## src/rtl/conv_bcd_bin_seq_pkg.sv

```systemverilog
// Shared constants and elaboration-time helpers for the sequential BCD/binary converter.
package conv_bcd_bin_seq_pkg;

    localparam logic [1:0] ST_IDLE = 2'd0;
    localparam logic [1:0] ST_CONV = 2'd1;
    localparam logic [1:0] ST_FIN  = 2'd2;

    localparam logic MODE_BCD2BIN = 1'b0;
    localparam logic MODE_BIN2BCD = 1'b1;

    function automatic int clog2(input int value);
        int r;
        r = 0;
        while ((1 << r) < value) r = r + 1;
        return r;
    endfunction

    function automatic int pow10(input int n);
        int p;
        p = 1;
        for (int i = 0; i < n; i++) p = p * 10;
        return p;
    endfunction

endpackage

```

## src/rtl/conv_bcd_bin_seq_ajuste_digito.sv

```systemverilog
// Per-nibble dabble correction: +3 when building BCD, -3 when unpacking BCD.
module ajuste_digito
    import conv_bcd_bin_seq_pkg::*;
(
    input  logic [3:0] nibble,
    input  logic       dir,
    output logic [3:0] result
);

    always_comb begin
        result = nibble;
        if (dir == MODE_BIN2BCD) begin
            if (nibble >= 4'd5) result = nibble + 4'd3;
        end else begin
            if (nibble >= 4'd8) result = nibble - 4'd3;
        end
    end

endmodule

```

## src/rtl/conv_bcd_bin_seq.sv

```systemverilog
// Iterative BCD<->binary converter, one dabble step per clock, with range checking.
//   state | meaning
//   IDLE  | waiting for start; operand validated and latched on start
//   CONV  | one shift/correct iteration per cycle, counter runs down from W_BIN
//   FIN   | done pulse, result (or error) presented, back to IDLE
module conv_bcd_bin_seq
    import conv_bcd_bin_seq_pkg::*;
#(
    parameter int N_DIG   = 2,
    parameter int W_BIN   = 8,
    parameter int MAX_VAL = 59
) (
    input  logic               clk,
    input  logic               reset,
    input  logic               start,
    input  logic               mode,
    input  logic [4*N_DIG-1:0] bcd_in,
    input  logic [W_BIN-1:0]   bin_in,
    output logic               busy,
    output logic               done,
    output logic               err,
    output logic [W_BIN-1:0]   bin_out,
    output logic [4*N_DIG-1:0] bcd_out
);

    localparam int BCD_W   = 4 * N_DIG;
    localparam int SR_W    = BCD_W + W_BIN;
    localparam int CNT_W   = clog2(W_BIN + 1);
    // A BCD operand can never exceed 10^N_DIG-1, so the limit is clamped there.
    localparam int BCD_MAX = (MAX_VAL < pow10(N_DIG)) ? MAX_VAL : pow10(N_DIG) - 1;

    logic [1:0]       state;
    logic             mode_r;
    logic [SR_W-1:0]  sr;
    logic [CNT_W-1:0] cnt;

    logic [SR_W-1:0]  sr_shr;
    logic [SR_W-1:0]  sr_next;
    logic [BCD_W-1:0] adj_src;
    logic [BCD_W-1:0] adj_res;
    logic [31:0]      dec_val;
    logic             nib_bad;
    logic             op_bad;

    assign sr_shr  = sr >> 1;
    assign adj_src = (mode_r == MODE_BIN2BCD) ? sr[SR_W-1 -: BCD_W] : sr_shr[SR_W-1 -: BCD_W];

    for (genvar g = 0; g < N_DIG; g++) begin : g_adj
        ajuste_digito u_adj (
            .nibble (adj_src[4*g +: 4]),
            .dir    (mode_r),
            .result (adj_res[4*g +: 4])
        );
    end

    // Forward: correct then shift left. Reverse: shift right then correct.
    always_comb begin
        if (mode_r == MODE_BIN2BCD)
            sr_next = {adj_res, sr[W_BIN-1:0]} << 1;
        else
            sr_next = {adj_res, sr_shr[W_BIN-1:0]};
    end

    always_comb begin
        dec_val = '0;
        nib_bad = 1'b0;
        for (int i = N_DIG - 1; i >= 0; i--) begin
            dec_val = dec_val * 32'd10 + 32'(bcd_in[4*i +: 4]);
            if (bcd_in[4*i +: 4] > 4'd9) nib_bad = 1'b1;
        end
        if (mode == MODE_BCD2BIN)
            op_bad = nib_bad || (dec_val > 32'(BCD_MAX));
        else
            op_bad = (32'(bin_in) > 32'(MAX_VAL));
    end

    always_ff @(posedge clk) begin
        if (reset) begin
            state   <= ST_IDLE;
            mode_r  <= MODE_BCD2BIN;
            sr      <= '0;
            cnt     <= '0;
            busy    <= 1'b0;
            done    <= 1'b0;
            err     <= 1'b0;
            bin_out <= '0;
            bcd_out <= '0;
        end else begin
            case (state)
                ST_IDLE: begin
                    done <= 1'b0;
                    if (start) begin
                        mode_r  <= mode;
                        err     <= 1'b0;
                        bin_out <= '0;
                        bcd_out <= '0;
                        if (mode == MODE_BCD2BIN)
                            sr <= {bcd_in, {W_BIN{1'b0}}};
                        else
                            sr <= {{BCD_W{1'b0}}, bin_in};
                        if (op_bad) begin
                            err   <= 1'b1;
                            done  <= 1'b1;
                            state <= ST_FIN;
                        end else begin
                            busy  <= 1'b1;
                            cnt   <= CNT_W'(W_BIN);
                            state <= ST_CONV;
                        end
                    end
                end
                ST_CONV: begin
                    sr  <= sr_next;
                    cnt <= cnt - 1'b1;
                    if (cnt == CNT_W'(1)) begin
                        busy  <= 1'b0;
                        done  <= 1'b1;
                        state <= ST_FIN;
                        if (mode_r == MODE_BIN2BCD)
                            bcd_out <= sr_next[SR_W-1 -: BCD_W];
                        else
                            bin_out <= sr_next[W_BIN-1:0];
                    end
                end
                ST_FIN: begin
                    done  <= 1'b0;
                    busy  <= 1'b0;
                    state <= ST_IDLE;
                end
                default: begin
                    done  <= 1'b0;
                    busy  <= 1'b0;
                    state <= ST_IDLE;
                end
            endcase
        end
    end

endmodule

```

## config.mk

```make
export PLATFORM = sky130hd
export DESIGN_NAME = conv_bcd_bin_seq
export DESIGN_NICKNAME = d
export VERILOG_FILES = /design/src/rtl/conv_bcd_bin_seq_pkg.sv /design/src/rtl/conv_bcd_bin_seq_ajuste_digito.sv /design/src/rtl/conv_bcd_bin_seq.sv
export SDC_FILE = /design/constraint.sdc
export NUM_CORES = 1
export LEC_CHECK = 0
export CORE_ASPECT_RATIO = 0.8
export CORE_UTILIZATION = 54
export DETAILED_ROUTE_END_ITERATION = 10
export PLACE_DENSITY = 0.8
export SLEW_MARGIN = 20
export SYNTH_ARGS = -nofsm -noshare
export SYNTH_HDL_FRONTEND = slang
export SYNTH_SLANG_ARGS = --single-unit
```

## constraint.sdc

```tcl
create_clock -name clk -period 3.45 [get_ports clk]
set_input_delay 1.035 -clock clk [delete_from_list [all_inputs] [get_ports clk]]
set_output_delay 1.035 -clock clk [all_outputs]
set_load 0.02 [all_outputs]
```

* Word level (Yosys, flattened, before mapping) *
Index checks and enable logic that the tools add are counted.

storage, ports and cells
  bits in registers = 42
  bits of input ports = 20
  logic and storage cells = 77

operators by class
  add/subtract/negate cells = 6
  multipliers = 1
  magnitude comparators = 8
  equal/unequal tests = 7
  muxes and demuxes = 36
  reduce and logical (&&, ||, !) cells = 10

operator list
  cell                                                                                  count
  16-bit two-way mux                                                                    3
  8-bit two-way mux                                                                     6
  4-bit two-way mux                                                                     8
  16-bit one-hot mux with 2 select lines                                                1
  8-bit one-hot mux with 2 select lines                                                 2
  2-bit != test (second input constant)                                                 5
  8-bit by 4-bit adder with 9-bit output                                                1
  9-bit by 6-bit > comparator with 1-bit output (second input constant)                 1
  1-bit two-way mux                                                                     9
  4-bit by 2-bit adder with 4-bit output (second input constant)                        2
  4-bit by 3-bit greater-or-equal comparator with 1-bit output (second input constant)  2
  4-bit greater-or-equal comparator (second input constant)                             2
  4-bit > comparator (second input constant)                                            2
  8-bit by 6-bit > comparator with 1-bit output (second input constant)                 1
  4-bit one-hot mux with 2 select lines                                                 1
  4-bit AND reduction                                                                   2
  4-bit by 2-bit subtractor with 4-bit output (second input constant)                   2
  4-bit by 3-bit multiplier with 7-bit output (second input constant)                   1
  2-bit two-way mux                                                                     3
  2-bit AND reduction                                                                   3
  3-bit AND reduction                                                                   2
  4-bit by 1-bit equality test with 1-bit output (second input constant)                1
  1-bit one-hot mux with 2 select lines                                                 2
  2-bit one-hot mux with 2 select lines                                                 1
  other kinds (5)                                                                       5

* Logic depth before layout (Yosys ltp) *
  depth after elaboration = 8
  mapped depth = 13

* Cells and area by module *
Synthesis repeated with hierarchy kept, for this count alone.

second synthesis, totals
  cells, all modules = 309
  area total of the unflattened synthesis = 2702.6 µm²

modules (own cells, without submodules)
  module            times used  cells an instance  area an instance (µm²)
  conv_bcd_bin_seq  1           263                2327.2
  ajuste_digito     2           23                 187.7

* Least setup slack after synthesis *
No wires, ideal clock.

  kind = input-to-reg
  start point = in bcd_in[5]
  end point = reg cnt[2]
  setup time = 0.116 ns
  arrival time = 3.132 ns
  setup slack = 0.202 ns
  cell stages on the path = 9
  cell sequence = ha_1 -> ha_1 -> fa_1 -> xor2_1 -> a211o_2 -> o311ai_2 -> a311oi_2 -> o21a_1 -> o211a_1

on the way
  word-level cells in the longest chain between the ends = 7

ends and longest elaborated chain
  element                                                                                    line                                            source
  from (decl)                                                                                conv_bcd_bin_seq.sv:17                          input logic [4*N_DIG-1:0] bcd_in,
  4-bit by 3-bit multiplier with 7-bit output / 4-bit > comparator (equally long branches)   conv_bcd_bin_seq.sv:68, conv_bcd_bin_seq.sv:69
  8-bit by 4-bit adder with 9-bit output / 1-bit two-way mux (equally long branches)         conv_bcd_bin_seq.sv:68, conv_bcd_bin_seq.sv:69
  9-bit by 6-bit > comparator with 1-bit output / 1-bit two-way mux (equally long branches)  conv_bcd_bin_seq.sv:72, conv_bcd_bin_seq.sv:69
  1-bit logical OR *                                                                         conv_bcd_bin_seq.sv:72                          op_bad = nib_bad || (dec_val > 32'(BCD_MAX));
  1-bit two-way mux *                                                                        conv_bcd_bin_seq.sv:71                          if (mode == MODE_BCD2BIN)
  2-bit != test (no source line) *                                                           n/a
  3-bit AND reduction (no source line) *                                                     n/a
  to (signal assigned)                                                                       conv_bcd_bin_seq.sv:107                         cnt <= CNT_W'(W_BIN);
  to (signal assigned)                                                                       conv_bcd_bin_seq.sv:114                         cnt <= cnt - 1'b1;
  to (decl)                                                                                  conv_bcd_bin_seq.sv:35                          logic [CNT_W-1:0] cnt;

Mark *: on every way between the ends. The rest lies on a longest branch, timed or not.
A chain may end at the register's enable or synchronous reset.

* Final worst setup path *
  start point = in bcd_in[4]
  end point = reg cnt[2]

The elaborated chain is that of the path after synthesis.

==> qor.txt <==
die area: 4960 um^2
cell count after synthesis: 313
Mapped Area: 2527 um^2
clock skew: 6.370 ps
final slew viol count: 0
Cell Pwr Density: 401.2 nW/um^2
Main synth FF type: dfxtp_1
gpl congestion: 0.8644
PortBufs: 38
final worst path period need: 3343 ps
num rows: 21
clk_lat worst skew: 300 ps
number of library cell types mapped by synthesis: 47
Clock Path Buffers: 2
worst hold stages: 2
CP Class: in -> reg
Final ANT Viol Nets: 0
first-pass GRT wire length: 10.58 mm
drt wl/cell: 15.38 um
WP data arrival: 3530 ps
WHS Endpoint: bcd_out[5]
Max-Cap Viols: 0
core region area: 4335 um^2
GRT Overall Usage: 26.93%
Critical Path Start Type: input pin
Post-synth EDFFs: 0
CP endpoint kind: flop
H-tree depth: 2
Peak VDD IR: 0.0003624 V
synthesized flop and latch total: 42
WP data required: 3640 ps
vias in the first global route: 2274
CTS tree: built
antenna violations before repair: 0
status: finished, final reports clean
hold buffer count at cts: 0
Syn Area/Cell: 8.075 um^2
die width: 78.49 um
Reg clk slew, reported paths: 80 ps
detailed-route via count: 2384
f_max: 299.1 MHz
share of layout cells above drive strength 1: 12.96%
crit-path max FO: 5
relative slew slack: 56.26%
syn_nets: 350
post-synthesis sequential area ratio: 33.27%
Area growth, synth to finish: 27.13%
Top Ports: 39
LEAKAGE: 1.276 nW
DIE HEIGHT: 63.19 um
Final setup violation count: 0
ys async rst share: 0%
synth warn: 0
worst setup margin: 107.1 ps
fin nets: 391
FF-to-FF path depth: 10
ant diodes: 0
Worst Hold Class: reg -> reg
Post-DP HPWL: 4.529 mm
GRT Residual Overflow: 0
First-pass DRT Iterations: 6
Initial Utilization: 58.30%
FF-to-FF Start: mode_r
Via-to-Cell Ratio: 5.786
Post-Route WL: 6.338 mm
clock sinks: 42
Hold Crit Start: bcd_out[5]
Final Util: 74.11%
final period utilization: 96.89%
Reg-to-Reg End: bcd_out[5]
pre-CTS setup slack: -400.2 ps
flop2flop setup slack: 900 ps
clock root buffer: clkbuf_8
CTS buffer count: 5
Final Hold Fails: 0
largest net degree at the start of global routing: 21
# DRC: 0
Synth area leaders: dfxtp_1 33%, mux2i_1 7.5%, ha_1 7.4%, nor2_1 7.1%, a21oi_1 4.6%
Synth top area share: 33.27%
Worst Tran Pin Value: 654.8 ps
largest area contributor in the netlist: dfxtp_1
iteration-0 DRC count of the detailed router: 150
-- cells in the mapped netlist, types with 2 or more instances --
master     n
o41ai_1    2
nand2_1   21
nor4_1     3
mux2i_1   19
a31oi_1    2
fa_1       2
clkbuf_2   2
buf_1      2
buf_2      3
nand3_1    4
nor3b_1    3
xor2_1     3
nor2_1    48
inv_1     13
and2_1     2
nor3_1    17
a211oi_1  12
dfxtp_1   42
xnor2_1    3
clkbuf_1  15
o21ai_0   12
nand2b_1   6
o22ai_1    4
o21a_1     2
nor2b_1    8
ha_1      15
a21oi_1   23
a22oi_1    3
a21o_1     4
-- cell type report --
cell class / count / area, um^2
Multi-Input combinational cell: 236 / 1642
Fill cell: 326 / 1122
Sequential cell: 42 / 840.8
Timing Repair Buffer: 56 / 515.5
Clock buffer: 6 / 82.58
Tap cell: 57 / 71.32
Inverter: 13 / 48.80
Clock inverter: 2 / 12.51
-- metal layers --
| metal | global-route usage [%] | share of wire (%) | wire [um] |
|---|---|---|---|
| met5 | 0 | 0 | 0 |
| met4 | 10.65 | 2.0 | 127 |
| met3 | 5.507 | 5.5 | 347 |
| met2 | 42.00 | 45 | 2839 |
| met1 | 36.31 | 48 | 3023 |
-- flip-flops by register name (all words and copies together), names as in the netlist --
| signal | cells |
|---|---|
| bin_out | 8 |
| sr | 16 |
| cnt | 4 |
| mode_r | 1 |
| state | 2 |
| done | 1 |
| err | 1 |
| bcd_out | 8 |
| busy | 1 |
-- how the worst max path moves through the flow --
stage | end | from | slack (ps)
floorplan | cnt[2] | bcd_in[5] | 200
global placement | cnt[2] | bcd_in[5] | -290
detailed placement | cnt[2] | bcd_in[5] | -400
CTS | cnt[2] | bcd_in[4] | 40
global route | cnt[2] | bcd_in[4] | -10
finish | cnt[2] | bcd_in[4] | 110
-- worst max-delay path, cell delays in order --
cell	delay [ps]
clkdlybuf4s50_1	480
ha_2	180
ha_2	180
fa_2	470
and4b_1	210
nand4_1	120
o311ai_4	140
a311oi_4	370
nor3_2	80
o211a_1	250
-- kinds of logic after synthesis --
kind of cell	Yosys count	synth area share, %
simple gates	117	21.49
compound gates	77	21.19
flops	42	33.27
buf+inv	35	5.445
mux	19	7.525
fa+ha+maj	17	9.010
xor+xnor	6	2.080
-- what timing repair did --
item	4_1_cts	5_1_grt
gates resized for setup	10	11
endpoints found under the setup margin	2	6
buffers inserted	0	2
pin swaps	10	7
-- where the power goes --
group	internal, mW	switching, mW
sequential	0.517	0.0421
combinational	0.176	0.213
clock	0.161	0.179
-- cell usage in the layout (no fill, tap or decap), types with 4 or more instances in the layout --
cell type	instances
o21ai_0	11
mux2i_1	19
nand2_1	21
a21o_1	4
nand2b_1	6
buf_4	18
nor2b_1	8
clkdlybuf4s50_1	35
o22ai_1	4
ha_1	12
dfxtp_1	42
a21oi_1	23
a211oi_1	12
nor3_1	15
clkbuf_8	6
nor2_1	48
inv_1	13
nand3_1	4
-- per-stage QoR --
| step | cell area [um^2] | instances | TNS [ps] | total power [mW] | hold slack (ps) |
|---|---|---|---|---|---|
| final | 3213 | 412 | 0 | 1.289 | 454.5 |
| after global placement | 3018 | 403 | -1429 | 0.9137 | 440.3 |
| after CTS | 3157 | 411 | 0 | 1.271 | 456.6 |
| after detailed placement | 3018 | 403 | -2302 | 0.9242 | 447.0 |
| after floorplan | 2527 | 313 | 0 | 0.8144 | 447.5 |
| after global routing | 3213 | 412 | -12.43 | 1.357 | 469.6 |
Note: power is estimated with default switching activity, not from simulation.
